## config.mk

```make
export PLATFORM = sky130hd
export DESIGN_NAME = register_file
export DESIGN_NICKNAME = d
export VERILOG_FILES = /design/src/rtl/riscv_pkg.sv /design/src/rtl/register_file_decoder.sv /design/src/rtl/register_file.sv
export SDC_FILE = /design/constraint.sdc
export NUM_CORES = 2
export LEC_CHECK = 0
export BUFFER_PORTS_ARGS = -buffer_cell sky130_fd_sc_hd__buf_2
export CORE_MARGIN = 2
export CORE_UTILIZATION = 43
export DETAILED_ROUTE_END_ITERATION = 10
export GPL_TIMING_DRIVEN = 0
export PLACE_DENSITY = 0.66
export SLEW_MARGIN = 10
export SYNTH_ARGS = -nofsm -noshare
export SYNTH_HDL_FRONTEND = slang
export SYNTH_SLANG_ARGS = --single-unit
```

## constraint.sdc

```tcl
create_clock -name clk -period 1.8 [get_ports clk]
set_input_delay 0 -clock clk [delete_from_list [all_inputs] [get_ports clk]]
set_output_delay 0 -clock clk [all_outputs]
set_load 0.02 [all_outputs]
```

## src/rtl/riscv_pkg.sv

```systemverilog
// Shared RISC-V core constants: datapath width, register index width,
// ABI register indices and architectural reset values for sp/gp.
package riscv_pkg;

  localparam int unsigned XLEN       = 32;
  localparam int unsigned REG_ADDR_W = 5;

  localparam int unsigned REG_ZERO = 0;
  localparam int unsigned REG_SP   = 2;
  localparam int unsigned REG_GP   = 3;

  localparam logic [XLEN-1:0] SP_RESET_VAL = 32'h7FFF_EFFC;
  localparam logic [XLEN-1:0] GP_RESET_VAL = 32'h1000_8000;

endpackage

```

## src/rtl/register_file_decoder.sv

```systemverilog
// Write-enable decoder: one-hot select of the destination entry, gated by
// the write strobe; entry 0 (x0) is never enabled.
module reg_write_decoder
  import riscv_pkg::*;
#(
  parameter int unsigned ADDR_W = REG_ADDR_W
) (
  input  logic                 reg_write_i,
  input  logic [ADDR_W-1:0]    write_reg_i,
  output logic [2**ADDR_W-1:0] write_en_o
);

  always_comb begin
    write_en_o = '0;
    if (reg_write_i) begin
      write_en_o[write_reg_i] = 1'b1;
    end
    write_en_o[REG_ZERO] = 1'b0;
  end

endmodule

```

## src/rtl/register_file.sv

```systemverilog
// Architectural integer register file: 2 combinational read ports with
// write-through bypass, 1 synchronous write port, x0 hardwired to zero.
module register_file
  import riscv_pkg::*;
#(
  parameter int unsigned     N        = XLEN,
  parameter int unsigned     ADDR_W   = REG_ADDR_W,
  parameter logic [N-1:0]    SP_RESET = SP_RESET_VAL,
  parameter logic [N-1:0]    GP_RESET = GP_RESET_VAL
) (
  input  logic              clk,
  input  logic              reset,
  input  logic              reg_write_i,
  input  logic [ADDR_W-1:0] write_reg_i,
  input  logic [N-1:0]      write_data_i,
  input  logic [ADDR_W-1:0] read_reg1_i,
  input  logic [ADDR_W-1:0] read_reg2_i,
  output logic [N-1:0]      read_data1_o,
  output logic [N-1:0]      read_data2_o
);

  localparam int unsigned DEPTH = 2**ADDR_W;

  logic [DEPTH-1:0] write_en;
  logic [N-1:0]     entries [DEPTH];

  reg_write_decoder #(
    .ADDR_W(ADDR_W)
  ) u_decoder (
    .reg_write_i(reg_write_i),
    .write_reg_i(write_reg_i),
    .write_en_o (write_en)
  );

  for (genvar i = 0; i < DEPTH; i++) begin : g_entry
    localparam logic [N-1:0] RESET_VAL = (i == REG_SP) ? SP_RESET :
                                         (i == REG_GP) ? GP_RESET : '0;
    logic [N-1:0] q;

    always_ff @(posedge clk or negedge reset) begin
      if (!reset) begin
        q <= RESET_VAL;
      end else if (write_en[i]) begin
        q <= write_data_i;
      end
    end

    assign entries[i] = q;
  end

  // Bypass is gated by reset so reads during reset show only reset values.
  always_comb begin
    read_data1_o = entries[read_reg1_i];
    if (reset && reg_write_i && (write_reg_i == read_reg1_i)) begin
      read_data1_o = write_data_i;
    end
    if (read_reg1_i == '0) begin
      read_data1_o = '0;
    end
  end

  always_comb begin
    read_data2_o = entries[read_reg2_i];
    if (reset && reg_write_i && (write_reg_i == read_reg2_i)) begin
      read_data2_o = write_data_i;
    end
    if (read_reg2_i == '0) begin
      read_data2_o = '0;
    end
  end

endmodule

```

==> out/summary.txt <==
Status -> finished with violations
Failing checks -> hold timing, capacitance limit, slew limit, setup timing
Worst setup margin -> -1010 ps
Total die area -> 129000 sq um
Final Hold Viols -> 1
CTS tree -> done
CP Capture Type -> primary output
Vias -> 40000
Proportion of layout cells with a drive suffix above 1 -> 59.9%
Top Registers -> g_entry.q: 992 flops
Distinct cell type count after synthesis -> 53
Crit-path max cell delay -> 540 ps
Net Sw Frac -> 30.2%
Initial detailed-routing violation count -> 5243
Tmin final -> 2810 ps
Min-Delay Path Class -> input port to asynchronous set/reset pin
Slew Viols, Final -> 11
Global-route wire length before repair -> 301000 microns
Worst VDD drop -> 782 uV
CP Cell Sequence -> mux4_2 -> a22oi_2 -> o31ai_2 -> nor3_2 -> nor3_2 -> buf_4
Clk pwr share -> 33.0%
Max FO, Critical Path -> 3
Later-pin clock latency in the skew report -> 750 ps
Comb power frac -> 25.0%
GR Overflow Total -> 0
Synth Instances -> 3781
Clock sink count -> 992
Clock skew -> 0 ps
Max_cap viols -> 1
Register area share after synthesis -> 46.0%
Fmax -> 355 MHz
Least-Margin Pin Slew -> 1670 ps
Port Buffers -> 103
GR Util All Layers -> 33.5%
Data required, critical path -> 1800 ps
Num CTS Buffers -> 107
PD cells -> 1100 nW/um^2
Die X -> 359 microns
Fill cells -> 10400
Root buffer cell -> clkbuf_16
Vias in the first global route -> 39500
Max reg flops -> 992
Lkg Pwr -> 27.5 nW
Pre-antenna DRT Iters -> 8
Core area -> 125000 sq um
Synthesized flop and latch total -> 992
WHS -> -0.539 ps
Synth async-reset ratio -> 100%
CP max-delay cell -> a22oi_2
Via/cell ratio -> 6.84
RSZ-0062 raised after global routing -> true
Net switching power -> 21.6 mW
Placed cells -> 5542
Mean Syn Cell Area -> 14.3 sq um
Largest buffer count on any clock path -> 3
Period utilization -> 156%
Clk pin slew, worst setup/hold paths -> 70 ps
Fin nets -> 4153
Synth warn -> 0
Routability cong. -> 1.04
Post-Layout Cell Count -> 5848
Number of placed I/O pins -> 114
Largest net degree at the start of global routing -> 157
Die height -> 359 microns
Per-cell routed wire length -> 37.1 microns
Antenna violations before repair -> 14
CP Class -> register to primary output
Layout area overhead -> 20.3%
Post-DP HPWL -> 150000 microns
Cell row count -> 130
Pint -> 50.0 mW
Post-Place Worst Slack -> -1990 ps
Starting Density -> 43.2%
Worst EP arrival -> 2810 ps
Final setup TNS -> -163730 ps
DRT antenna net count -> 0
Biggest register -> g_entry.q
CP Buf/Inv Count -> 1
Overall Power -> 71.6 mW
H-Tree Depth -> 3
Number of flops mapped to enable cells by yosys -> 0
Post-Route WL -> 217000 microns
Delay-heaviest family, CP -> compound AO/OA/AOI/OAI gates
Syn nets -> 3831
CP dominant cell by count -> nor3_2
Reg power frac -> 42.0%
Synth Flop Type -> dfrtp_1
Final setup fails -> 552
Netlist Area Pre-Place -> 54100 sq um
Slew margin rel. -> -11.5%
DRC -> 0
CP Launch Type -> register
## power by group through the flow
| stage | clock, mW | sequential [mW] | combinational (mW) |
|---|---|---|---|
| 6_report | 23.6 | 30.1 | 17.9 |
| 5_1_grt | 24.5 | 30.6 | 18.7 |
| 4_1_cts | 23.6 | 29.9 | 17.0 |
| 3_5_place_dp | 0 | 30.3 | 15.1 |
| 3_3_place_gp | 0 | 30.0 | 14.8 |
| 2_1_floorplan | 0 | 29.1 | 10.9 |
## final cells by class
cell class / instances / area, sq um / area share (%)
well taps: 1650 / 2060 / 3.17
repair buffers: 215 / 2140 / 3.29
multi-input cells: 2372 / 29800 / 45.9
flip-flops and latches: 992 / 24900 / 38.2
diodes: 6 / 15.0 / 0.0231
inverters: 5 / 20.0 / 0.0308
clock buffers: 162 / 3230 / 4.96
clock inverters: 36 / 473 / 0.727
plain buffers: 410 / 2390 / 3.67
## tightest hold or removal path, stage by stage
cell and delay [ps]:
bufbuf_16 210, dlygate4sd3_1 640, buf_16 270
## worst paths after layout
path	cells after the start	slack, ps	startpoint	endpoint
max in group asynchronous	9	-790	reset	g_entry[18].q[23]$_DFFE_PN0P_
min in group clk	4	20	write_reg_i[4]	g_entry[20].q[31]$_DFFE_PN0P_
worst min-delay path	3	-0.5	reset	g_entry[18].q[9]$_DFFE_PN0P_
worst max register to register	3	800	g_entry[21].q[25]$_DFFE_PN0P_	g_entry[21].q[25]$_DFFE_PN0P_
worst min register to register	1	510	g_entry[12].q[19]$_DFFE_PN0P_	g_entry[12].q[19]$_DFFE_PN0P_
worst max-delay path	6	-1010	g_entry[21].q[14]$_DFFE_PN0P_	read_data1_o[14]
## repair_timing
item                                   4_1_cts  5_1_grt
buffers inserted                            32        8
cloned                                       3        1
endpoints found under the hold margin      938      220
setup endpoints to repair                   64      918
hold buffers                                56        4
pin swaps                                  145       52
gates resized for setup                    489      257
## routing by layer
layer / up-vias / global-route usage (%) / routed length (microns)
li1: 15200 / - / -
met1: 21200 / 42.9 / 79600
met2: 2814 / 48.6 / 93600
met3: 741 / 12.9 / 28700
met4: 14 / 19.3 / 14800
met5: - / 0 / 113
## cells by family (layout without fill, tap and decap cells)
group / Yosys count / in the layout / synth area share [%]
other: 0 / 6 / 0
and+or+nand+nor: 376 / 376 / 3.30
buffers and inverters: 417 / 828 / 3.79
muxes: 1619 / 1619 / 41.7
AOI/OAI and AO/OA: 367 / 367 / 4.97
xor gates and xnor gates: 10 / 10 / 0.245
DFF: 992 / 992 / 46.0
## per-stage QoR
step	area, sq um	utilization (%)
floorplan	54100	-
global placement	56700	45.3
detailed placement	56900	45.5
CTS	64000	51.1
global route	65000	51.9
finish	65000	51.9
## synthesized netlist by cell type (18+ instances only)
cell type | number | area (sq um)
mux2i_1 | 120 | 1200
nor2_1 | 105 | 394
o31ai_1 | 22 | 165
a22oi_1 | 51 | 383
a21oi_1 | 52 | 260
a221oi_1 | 79 | 692
o22ai_1 | 69 | 432
dfstp_2 | 30 | 788
buf_4 | 38 | 285
buf_6 | 18 | 203
mux2_2 | 1089 | 12300
nand2_1 | 76 | 285
buf_1 | 41 | 154
buf_2 | 164 | 821
a211oi_1 | 38 | 285
o21ai_0 | 18 | 90.1
nor3_1 | 97 | 485
mux4_2 | 398 | 8960
clkbuf_1 | 151 | 567
dfrtp_1 | 962 | 24100
nor2b_1 | 32 | 200
## cell usage in the layout, fill, tap and decap left out, types with 48 or more instances in the layout
| cell type | count |
|---|---|
| clkbuf_4 | 48 |
| buf_6 | 59 |
| nor3_2 | 52 |
| clkbuf_1 | 140 |
| dlygate4sd3_1 | 48 |
| mux4_2 | 398 |
| mux2_2 | 1081 |
| nand2_1 | 69 |
| buf_2 | 156 |
| clkbuf_16 | 110 |
| buf_4 | 112 |
| nor2_1 | 79 |
| dfrtp_1 | 961 |
| mux2i_1 | 94 |
| a221oi_1 | 60 |
Power figures use the tool's default switching activity.
